--- config.mk ---
export PLATFORM = sky130hd
export DESIGN_NAME = display_scan
export DESIGN_NICKNAME = d
export VERILOG_FILES = /design/src/rtl/display_scan.sv
export SDC_FILE = /design/constraint.sdc
export NUM_CORES = 1
export LEC_CHECK = 0
export CORE_ASPECT_RATIO = 1.2
export CORE_MARGIN = 8
export CORE_UTILIZATION = 38
export CTS_CLUSTER_SIZE = 24
export DETAILED_ROUTE_END_ITERATION = 10
export DONT_BUFFER_PORTS = 1
export SYNTH_ARGS = -nofsm -noshare
export SYNTH_HDL_FRONTEND = slang
export SYNTH_SLANG_ARGS = --single-unit
--- constraint.sdc ---
create_clock -name Clk -period 2.6 [get_ports Clk]
set_clock_uncertainty 0.05 [all_clocks]
set_input_delay 0.52 -clock Clk [delete_from_list [all_inputs] [get_ports Clk]]
set_output_delay 0.52 -clock Clk [all_outputs]
set_load 0.005 [all_outputs]
--- src/rtl/display_scan.sv ---
`default_nettype none
// ============================================================================
// Module      : display_scan
// Description : Four-digit 7-segment scan driver. Latches a frame of BCD
//               digits at each frame start, multiplexes them onto a shared
//               active-low segment bus, and generates the blink phase.
// Revision    : 1.0 - initial release
// ============================================================================
module display_scan #(
    parameter int SCAN_DIV  = 4,
    parameter int BLINK_DIV = 32
) (
    input  logic       Clk,
    input  logic       Reset,
    input  logic [3:0] d3,
    input  logic [3:0] d2,
    input  logic [3:0] d1,
    input  logic [3:0] d0,
    input  logic [3:0] blink_en,
    input  logic       blank_lz,
    input  logic       disp_en,
    output logic [6:0] display_out,
    output logic [3:0] segment_digit,
    output logic       dblink
);

    localparam int SW = (SCAN_DIV  > 1) ? $clog2(SCAN_DIV)  : 1;
    localparam int BW = (BLINK_DIV > 1) ? $clog2(BLINK_DIV) : 1;

    localparam logic [SW-1:0] C_SCAN_LAST  = SW'(SCAN_DIV - 1);
    localparam logic [BW-1:0] C_BLINK_LAST = BW'(BLINK_DIV - 1);
    localparam logic [SW-1:0] C_SCAN_ONE   = SW'(1);
    localparam logic [BW-1:0] C_BLINK_ONE  = BW'(1);
    localparam logic [6:0]    C_SEG_OFF    = 7'b1111111;
    localparam logic [3:0]    C_AN_OFF     = 4'b1111;

    logic [SW-1:0]      scan_cnt_q,  scan_cnt_d;
    logic [1:0]         idx_q,       idx_d;
    logic [BW-1:0]      blink_cnt_q, blink_cnt_d;
    logic               dblink_q,    dblink_d;
    logic [3:0][3:0]    shadow_q,    shadow_d;
    logic [3:0]         blink_prev_q, blink_prev_d;
    logic [6:0]         display_q,   display_d;
    logic [3:0]         anode_q,     anode_d;

    logic               w_scan_wrap;
    logic               w_frame_start;
    logic               w_blink_wrap;
    logic               w_blink_restart;
    logic [3:0]         w_val;
    logic               w_dark;

    // Active-low segment pattern {g,f,e,d,c,b,a}; non-BCD values show a dash.
    function automatic logic [6:0] seg7(input logic [3:0] v);
        case (v)
            4'd0:    seg7 = 7'b1000000;
            4'd1:    seg7 = 7'b1111001;
            4'd2:    seg7 = 7'b0100100;
            4'd3:    seg7 = 7'b0110000;
            4'd4:    seg7 = 7'b0011001;
            4'd5:    seg7 = 7'b0010010;
            4'd6:    seg7 = 7'b0000010;
            4'd7:    seg7 = 7'b1111000;
            4'd8:    seg7 = 7'b0000000;
            4'd9:    seg7 = 7'b0010000;
            default: seg7 = 7'b0111111;
        endcase
    endfunction

    // Next-state for scan/blink counters and shadows, plus output decode from post-edge state.
    always_comb begin
        scan_cnt_d   = scan_cnt_q;
        idx_d        = idx_q;
        blink_cnt_d  = blink_cnt_q;
        dblink_d     = dblink_q;
        shadow_d     = shadow_q;
        blink_prev_d = blink_en;

        w_scan_wrap     = (scan_cnt_q == C_SCAN_LAST);
        w_frame_start   = w_scan_wrap && (idx_q == 2'd3);
        w_blink_wrap    = (blink_cnt_q == C_BLINK_LAST);
        w_blink_restart = (blink_prev_q == 4'b0000) && (blink_en != 4'b0000);

        if (w_scan_wrap) begin
            scan_cnt_d = '0;
            idx_d      = idx_q + 2'd1;
        end else begin
            scan_cnt_d = scan_cnt_q + C_SCAN_ONE;
        end

        if (w_frame_start) begin
            shadow_d = {d3, d2, d1, d0};
        end

        // Restart wins over wrap so a newly selected digit is visible first.
        if (w_blink_restart) begin
            blink_cnt_d = '0;
            dblink_d    = 1'b0;
        end else if (w_blink_wrap) begin
            blink_cnt_d = '0;
            dblink_d    = ~dblink_q;
        end else begin
            blink_cnt_d = blink_cnt_q + C_BLINK_ONE;
        end

        w_val  = shadow_d[idx_d];
        w_dark = !disp_en
              || (blink_en[idx_d] && dblink_d)
              || ((idx_d == 2'd3) && blank_lz && (w_val == 4'd0));

        if (w_dark) begin
            anode_d   = C_AN_OFF;
            display_d = C_SEG_OFF;
        end else begin
            anode_d   = ~(4'b0001 << idx_d);
            display_d = seg7(w_val);
        end
    end

    // State and registered outputs; reset parks the scan so the first edge starts a frame.
    always_ff @(posedge Clk) begin
        if (Reset) begin
            scan_cnt_q   <= C_SCAN_LAST;
            idx_q        <= 2'd3;
            blink_cnt_q  <= '0;
            dblink_q     <= 1'b0;
            shadow_q     <= '0;
            blink_prev_q <= 4'b0000;
            display_q    <= C_SEG_OFF;
            anode_q      <= C_AN_OFF;
        end else begin
            scan_cnt_q   <= scan_cnt_d;
            idx_q        <= idx_d;
            blink_cnt_q  <= blink_cnt_d;
            dblink_q     <= dblink_d;
            shadow_q     <= shadow_d;
            blink_prev_q <= blink_prev_d;
            display_q    <= display_d;
            anode_q      <= anode_d;
        end
    end

    assign display_out   = display_q;
    assign segment_digit = anode_q;
    assign dblink        = dblink_q;

endmodule
`default_nettype wire
# ---- Word level (Yosys, flattened, before mapping)
# Memory sizes are Yosys's and may differ from the RTL's. A register that Yosys moved wholly into a read port is not among the register bits.
# Index checks and enable logic that the tools add are counted.
dict set report totals {
  inputBits 24
  elab_cells 44
  romBits 112
  register_bits 34
  memories 1
  output_inout_bits 12
}
dict set report classes {
  mux 9
  bitwise_logic 2
  reduce_logical 13
  shifts 1
  addsub 3
  n_eq_ne 4
  n_lt_le_gt_ge 1
}
# name words word_bits read_ports rd_ports_with_merged_regs wr line_no
set memory_table {}
lappend memory_table {{(name not given)} 16 7 1 1 0 55} ;# case (v)
# op n
set op_table {}
lappend op_table {{$mux W16} 1}
lappend op_table {{$bmux W4 S2} 1}
lappend op_table {{$logic_not A4 Y1} 2}
lappend op_table {{$eq A2 B2 Y1 const B} 3}
lappend op_table {{$add A5 B1 Y5 const B} 1}
lappend op_table {{$eq A5 B5 Y1 const B} 1}
lappend op_table {{$logic_and A1 B1 Y1} 5}
lappend op_table {{$add A2 B1 Y2 const B} 2}
lappend op_table {{$mux W2} 2}
lappend op_table {{$mux W4} 1}
lappend op_table {{$not A4 Y4} 1}
lappend op_table {{$reduce_bool A4 Y1} 1}
lappend op_table {{$shl A1 B2 Y4 const A} 1}
lappend op_table {{$lt A2 B3 Y1 const B} 1}
lappend op_table {{$mux W1} 3}
lappend op_table {{$reduce_or A3 Y1} 1}
lappend op_table {{$bmux W1 S2} 1}
lappend op_table {{$logic_or A1 B1 Y1} 2}
lappend op_table {{$reduce_or A2 Y1} 1}
lappend op_table {{$logic_not A1 Y1} 1}
lappend op_table {{$not A1 Y1} 1}

# ---- Depth between registers and ports, before layout
# Gate-level depths: netlist (run 1).
dict set report logic_depth {
  ltp_word 9
  mapped_depth 12
}

# ---- Worst setup path before layout (run 1)
# Ideal clock, no wire load.
dict set report synth_path {
  path_type {reg-to-reg}
  startpoint {register idx_q[1]}
  endpoint {register display_q[0] (netlist: display_out[0])}
  setup_ns 0.123
  path_stages_with_launch 13
  slack_ns 0.081
  t_arrival_ns 2.346
  required_ns 2.427
  cell_sequence {dfxtp_1 -> ha_1 -> clkbuf_1 -> buf_2 -> and3_1 -> o22ai_1 -> and4b_1 -> ha_1 -> nand2_1 -> nor4_2 -> nor4b_2 -> buf_6 -> o21ai_1}
}
dict set report synth_between {
  elab_chain_len 9
  elab_cells_between_ends 17
}
# element line_no
set synth_lines {}
lappend synth_lines {{from (decl)} 38} ;# logic [1:0] idx_q, idx_d;
lappend synth_lines {{from (signal assigned)} 133} ;# idx_q <= idx_d;
lappend synth_lines {{parallel branches: the longest is 9 deep, another holds $add A2 B1 Y2} --}
lappend synth_lines {{to (decl)} 43} ;# logic [6:0] display_q, display_d;
# Parallel ways; which one is timed is not known. The select of a mux whose other input is x is not followed.
# A chain may end at the register's enable or synchronous reset.

# ---- Final worst setup path (run 1)
dict set report layout_path {
  startpoint {register scan_cnt_q[0]}
  endpoint {register display_q[0] (netlist: display_out[0])}
}
dict set report layout_between {
  elab_chain_len 9
  elab_cells_between_ends 16
}
# element line_no
set layout_lines {}
lappend layout_lines {{from (decl)} 37} ;# logic [SW-1:0] scan_cnt_q, scan_cnt_d;
lappend layout_lines {{from (signal assigned)} 132} ;# scan_cnt_q <= scan_cnt_d;
lappend layout_lines {{$eq A2 B2 Y1 *} 79} ;# w_scan_wrap = (scan_cnt_q == C_SCAN_LAST);
lappend layout_lines {{$logic_and A1 B1 Y1} 80} ;# w_frame_start = w_scan_wrap && (idx_q == 2'd3);
lappend layout_lines {{$mux W16} 91} ;# if (w_frame_start) begin
lappend layout_lines {{$bmux W4 S2} 106} ;# w_val = shadow_d[idx_d];
lappend layout_lines {{$mux W4 (implied by the code)} 106}
lappend layout_lines {{$logic_not A4 Y1} 109} ;# || ((idx_d == 2'd3) && blank_lz && (w_val == 4'd0));
lappend layout_lines {{$logic_and A1 B1 Y1} 109}
lappend layout_lines {{$logic_or A1 B1 Y1} 109}
lappend layout_lines {{$reduce_or A2 Y1 (no line)} --}
# Every way passes the cells marked *; elsewhere a longest branch is shown, timed or not. The select of a mux whose other input is x is not followed.

==> results.py, run 1 <==
metrics = {
    "pwr": {
        "power-per-cell-area_nw_per_um2": 841.0,
        "p_leak_nw": 1.002,
        "peakVddDrop_uv": 264.9,
    },
    "route": {
        "drc": 0,
        "via_count": 1562,
        "drt_wl_total_mm": 4.388,
        "viasPerCell": 5.443,
        "initialDrtViolationCount": 147,
        "ant_nets": 0,
        "dr.pass1.iters": 4,
        "wl_per_cell_um": 15.29,
    },
    "global_route": {
        "globalRouteOverflowTotal": 0,
        "grt_max_degree": 29,
        "antenna_found_initial": 0,
        "grt_pass1_wl_mm": 7.348,
        "grt_pass1_vias": 1560,
        "grt_util_all_layers_pct": 10.88,
    },
    "floorplanning": {
        "coreArea_um2": 5261,
        "start_util_pct": 39.22,
        "die_area_um2": 8053,
        "die_y_um": 96.72,
        "num_io_pins": 36,
        "die_w_um": 83.27,
        "rows": 29,
    },
    "worst_setup_path": {
        "crit_path_max_incr_delay_ps": 340,
        "worstSetupEndpoint": "display_out[0]$_SDFF_PP1_",
        "r2r_end": "display_out[0]$_SDFF_PP1_",
        "critical_path.slowest_cell": "dfxtp_2",
        "r2r_slack_ps": 130,
        "r2r-start": "scan_cnt_q[0]$_SDFF_PP1_",
        "start_kind": "register",
        "startpoint": "scan_cnt_q[0]$_SDFF_PP1_",
        "cp_max_fo": 22,
        "end_kind": "register",
        "criticalPathCategory": "reg -> reg",
        "worstPathArrival_ps": 2590,
        "critPathRequiredTime_ps": 2730,
        "path_cells": "ha_4 > buf_12 > nand3b_1 > a22oi_2 > and4b_1 > ha_2 > nand2_1 > nor4_2 > nor4b_2 > buf_4 > o21ai_1",
        "rr_worst_depth": 11,
    },
    "clock_network": {
        "clockBufferDepth": 2,
        "cts_tree": "built",
        "clkTransAtPathRegs_ps": 80,
        "clkLatencyLatePin_ps": 290,
        "htree_levels": 2,
        "cts_buffers": 5,
        "cts.sinks": 41,
        "cts_hold_buf": 0,
        "cts_root_buffer": "clkbuf_8",
    },
    "synthesis": {
        "ys.flop_type": "dfxtp_1",
        "async_reset_ff_share_pct": 0,
        "synthesis.nets": 243,
        "yosys_warnings": 0,
        "syn_inst": 210,
        "syn-cell-area_um2": 2063,
        "ys_types": 51,
        "ys_ff_latch": 41,
        "ys_seq_area_share_pct": 39.78,
        "synth_edf_count": 0,
        "avgSynthCellArea_um2": 9.825,
    },
    "layout": {
        "drive_above_1_share_pct": 28.89,
        "antennaDiodeCount": 0,
        "multi_input_area_um2": 1201,
        "fillers": 501,
        "area_delta_synth_final_pct": 16.43,
        "seqCellArea_um2": 822.0,
        "final_cells": 287,
        "nets": 257,
    },
    "sta": {
        "finalCritPeriodShare_pct": 94.84,
        "slew_headroom_pct": 75.95,
        "final.min_clock_period_ps": 2466,
        "finalWorstSetupSlack_ps": 134.3,
        "slew_violations": 0,
        "worstMarginPinSlew_ps": 360.4,
        "setup_viol": 0,
        "hold_viol_final": 0,
        "setup-tns-final_ps": 0,
        "fmax_ghz": 0.4056,
    },
    "min_path": {
        "holdCritPathClass": "in -> reg",
    },
    "placement": {
        "hpwlAfterDp_mm": 3.257,
        "place_inst": 276,
        "gp_congestion": 0.8152,
        "place_ws_ps": 96.27,
        "io_buffers": 0,
    },
    "outcome": {
        "status": "finished clean",
    },
    "flow_run": {
        "max-cap-violations": 0,
    },
}
## cells in the mapped netlist, drive strengths merged, types with 2 or more instances
| master | instances | share of area [%] |
|---|---|---|
| o21ba | 9 | 4.4 |
| o21ai | 9 | 3.1 |
| o2111ai | 2 | 1.7 |
| clkbuf | 4 | 0.73 |
| a211oi | 2 | 0.73 |
| nor2 | 19 | 3.5 |
| nor3 | 6 | 1.7 |
| nand3 | 2 | 0.49 |
| xnor2 | 3 | 1.3 |
| nand3b | 3 | 1.1 |
| a21oi | 4 | 0.97 |
| and2 | 3 | 1.0 |
| nor2b | 4 | 1.2 |
| inv | 5 | 0.91 |
| a21boi | 13 | 4.7 |
| and3 | 15 | 4.6 |
| nor4 | 2 | 0.91 |
| o22ai | 14 | 5.2 |
| nor3b | 4 | 2.2 |
| nand2b | 4 | 1.2 |
| buf | 9 | 3.2 |
| mux2i | 8 | 4.1 |
| nand2 | 4 | 0.85 |
| ha | 9 | 5.5 |
| dfxtp | 41 | 40 |
## logic make-up (layout without fill, tap and decap cells)
kind of cell,after synthesis,in the layout,share of synthesized area (%)
adders and majority gates,9,9,5.458
AOI/OAI and AO/OA,57,57,22.38
muxes,8,8,4.063
and+or+nand+nor,73,73,21.77
xor gates and xnor gates,4,4,1.698
DFF,41,41,39.78
buffers and inverters,18,33,4.851
## layout make-up
cell class	count	area share, %
multi-input cells	151	50.00
flip-flops and latches	41	34.22
repair buffers	20	6.927
clock buffers	7	3.594
well taps	62	3.229
clock inverters	1	1.250
inverters	5	0.7813
## critical path: cells and delay by family, from the launching register on
| family | cells | cell delay, ps |
|---|---|---|
| AOI/OAI and AO/OA | 2 | 310 |
| adders and majority gates | 2 | 360 |
| buffers and inverters | 2 | 360 |
| DFF | 1 | 340 |
| and+or+nand+nor | 5 | 930 |
## where the power goes
part	internal, mW	switching [mW]
clock	0.313	0.212
sequential	0.708	0.0340
combinational	0.354	0.399
## timing repair
item | in CTS | in global routing
setup buffers | 0 | 2
setup endpoints to repair | 0 | 11
resized for setup | 0 | 23
## registers in the layout (all words and copies together), names as in the netlist
register       cells
segment_digit      4
display_out        7
idx_q              2
scan_cnt_q         2
blink_prev_q       4
dblink             1
shadow_q          16
blink_cnt_q        5
## metrics by stage
stage	hold slack (ps)	area (um^2)	power [mW]	util, %
6_report	240.8	2402	2.020	45.66
5_1_grt	230.7	2402	2.153	45.66
4_1_cts	232.6	2303	1.965	43.78
3_5_place_dp	379.6	2187	1.440	41.57
3_3_place_gp	374.3	2187	1.441	41.57
2_1_floorplan	362.8	2063	1.283	-
## layer usage
metal / wire length, um / GRT usage [%]
met5: 0 / 0
met4: 95 / 4.878
met3: 300 / 4.362
met2: 2113 / 17.33
met1: 1878 / 12.42
## cell usage in the layout (no fill, tap or decap), drive strengths merged, types with 2 or more instances in the layout
cell	synthesis	layout
nor2b	4	4
nor2	19	19
a211oi	2	2
xnor2	3	3
o2111ai	2	2
o21ai	9	9
o22ai	14	14
nor4	2	2
dfxtp	41	41
mux2i	8	8
nor3	6	6
clkbuf	4	7
inv	5	5
nand3	2	2
nand3b	3	3
o21ba	9	9
and3	15	15
buf	9	20
nand2	4	4
nor3b	4	4
a21boi	13	13
a21oi	4	4
nand2b	4	4
and2	3	3
ha	9	9
## worst min path at each step
stage                             startpoint                        to  slack, ps  cells after the start
finish                                 Reset   shadow_q[13]$_SDFF_PP0_        240                      1
global placement    scan_cnt_q[0]$_SDFF_PP1_  scan_cnt_q[0]$_SDFF_PP1_        370                      1
CTS                                    Reset   shadow_q[13]$_SDFF_PP0_        230                      1
detailed placement  scan_cnt_q[0]$_SDFF_PP1_  scan_cnt_q[0]$_SDFF_PP1_        380                      1
floorplan           scan_cnt_q[0]$_SDFF_PP1_  scan_cnt_q[0]$_SDFF_PP1_        360                      1
global route                           Reset   shadow_q[12]$_SDFF_PP0_        230                      1
No activity file was read; power rests on OpenSTA's default activity.
==> run 2, diff against run 1 <==
GPL_ROUTABILITY_DRIVEN = 1   (was unset)
PLACE_DENSITY = 0.55   (was unset)
==> run 2 against run 1 <==
Compared with the run above:
- sequential power barely moved
- global-route usage rose by 0.47 points
- non-clock buffer count unchanged
- worst setup slack gained 56 ps
- largest cell class unchanged
- register-to-register slack better by 60 ps
- critical endpoint is now segment_digit[2]$_SDFF_PP1_
- hold slack hardly changed
- largest power group unchanged
- first-iteration DRC count is 75% lower
==> results.py, run 2 (same netlist as run 1, synthesis figures left out) <==
metrics = {
    "clock_network": {
        "post-cts-setup-buffer-count": 0,
        "cts_buffers": 5,
        "clkLatencyLatePin_ps": 290,
        "htree_levels": 2,
        "cts_tree": "built",
        "clkTransAtPathRegs_ps": 80,
        "clockBufferDepth": 2,
        "cts_root_buffer": "clkbuf_8",
        "cts.sinks": 41,
    },
    "sta": {
        "fmax_ghz": 0.4150,
        "rsz0062_at_grt": "false",
        "worstMarginPinSlew_ps": 399.2,
        "final.min_clock_period_ps": 2409,
        "setup-tns-final_ps": 0,
        "finalCritPeriodShare_pct": 92.67,
        "setup_viol": 0,
        "slew_headroom_pct": 73.18,
        "slew_violations": 0,
        "hold_viol_final": 0,
    },
    "route": {
        "drc": 0,
        "wl_met3_um": 266,
        "initialDrtViolationCount": 37,
        "viasPerCell": 5.326,
        "routed.top_layer": "met4",
        "dr.pass1.iters": 4,
        "via_count": 1534,
        "wl_per_cell_um": 15.90,
        "wl_met2_mm": 2.209,
        "drt_wl_total_mm": 4.579,
        "wl_met1_mm": 2.034,
        "ant_nets": 0,
    },
    "worst_setup_path": {
        "critical_path.slowest_cell": "dfxtp_1",
        "cp_max_fo": 20,
        "worstPathArrival_ps": 2540,
        "end_kind": "register",
        "crit_path_max_incr_delay_ps": 340,
        "path_cells": "ha_4 > buf_4 > a21boi_0 > o22ai_1 > and4b_1 > ha_1 > nand2_1 > nor4_2 > nor4b_2 > buf_4 > o21ai_2",
        "criticalPathCategory": "reg -> reg",
        "critPathRequiredTime_ps": 2740,
        "cp_common_cell": "buf_4",
        "rr_worst_depth": 11,
        "start_kind": "register",
    },
    "layout": {
        "fillers": 498,
        "layout_common_cells": "dfxtp_1 (41), nor2_1 (19), buf_4 (18)",
        "largest_reg_flops": 16,
        "final_core_util_pct": 45.09,
        "largest-register": "shadow_q",
        "drive_above_1_share_pct": 27.56,
        "nets": 257,
        "layout_commonest_cell": "dfxtp_1",
        "area_delta_synth_final_pct": 14.98,
    },
    "floorplanning": {
        "die_y_um": 96.72,
        "die_area_um2": 8053,
        "coreArea_um2": 5261,
        "die_w_um": 83.27,
        "start_util_pct": 39.22,
        "rows": 29,
        "num_io_pins": 36,
    },
    "global_route": {
        "grt_util_all_layers_pct": 11.35,
        "antenna_found_initial": 1,
        "globalRouteOverflowTotal": 0,
        "grt_pass1_wl_mm": 7.610,
        "grt_max_degree": 29,
        "grt_pass1_vias": 1551,
    },
    "flow_run": {
        "max-cap-violations": 0,
    },
    "pwr": {
        "peakVddDrop_uv": 350.5,
        "p_leak_nw": 0.9948,
        "power-per-cell-area_nw_per_um2": 819.4,
        "power_mw": 1.944,
    },
    "placement": {
        "hpwlAfterDp_mm": 3.388,
        "gp_congestion": 0.7681,
        "io_buffers": 0,
    },
    "min_path": {
        "holdPathStages": 1,
        "holdCritPathClass": "in -> reg",
    },
    "outcome": {
        "status": "finished clean",
    },
}
[run 2: cell count changes in the layout (fill, tap and decap cells not counted), sizes merged]
cell / change
clkinv: +1
bufinv: -1
diode: +1
[run 2: area by class of cell]
cell class,instances,area (um^2),share of cell area (%)
multi-input combinational,151,1185,49.95
timing repair buffer,20,166.4,7.015
sequential,41,820.8,34.60
clock inverter,1,5.005,0.2110
inverter,5,18.77,0.7911
tap,62,77.57,3.270
antenna,1,2.502,0.1055
clock buffer,7,96.34,4.061
[run 2: path summary, 6_finish.rpt]
| check | end | slack, ps | startpoint |
|---|---|---|---|
| min | blink_prev_q[3]$_SDFF_PP0_ | 240 | Reset |
| max | segment_digit[2]$_SDFF_PP1_ | 190 | idx_q[0]$_SDFF_PP1_ |
| min reg2reg | blink_cnt_q[0]$_SDFF_PP0_ | 400 | blink_cnt_q[0]$_SDFF_PP0_ |
| max reg2reg | segment_digit[2]$_SDFF_PP1_ | 190 | idx_q[0]$_SDFF_PP1_ |
[run 2: metrics by stage]
| step | setup slack [ps] | instances | cell area, um^2 | hold slack [ps] |
|---|---|---|---|---|
| 2_1_floorplan | 81.12 | 210 | 2063 | 362.8 |
| 3_3_place_gp | 193.7 | 278 | 2215 | 372.9 |
| 3_5_place_dp | 209.3 | 278 | 2215 | 382.4 |
| 4_1_cts | 191.5 | 286 | 2316 | 228.2 |
| 5_1_grt | 17.82 | 288 | 2372 | 229.0 |
| 6_report | 190.5 | 288 | 2372 | 240.7 |
[run 2: power breakdown]
group	switching (mW)	internal (mW)	leakage, nW
logic	0.400	0.346	0.603
registers	0.0342	0.708	0.337
clock network	0.216	0.240	0.0542
total	0.650	1.29	0.995
[run 2: repair_timing]
item                                    4_1_cts  5_1_grt
hold buffers                                  0        0
resized for setup                             0       12
endpoints found under the setup margin        0        6
[run 2: worst max-delay path: cells and delay by family (launching register included)]
family	cells	cell delay [ps]
AOI/OAI and AO/OA	3	470
buffers and inverters	2	400
adders and majority gates	2	360
and+or+nand+nor	4	670
DFF	1	340
[run 2: per-layer routing]
layer | GRT usage [%] | up-vias
met1 | 12.87 | 714
met5 | 0 | -
met3 | 4.362 | 6
li1 | - | 784
met2 | 18.41 | 30
met4 | 4.878 | 0
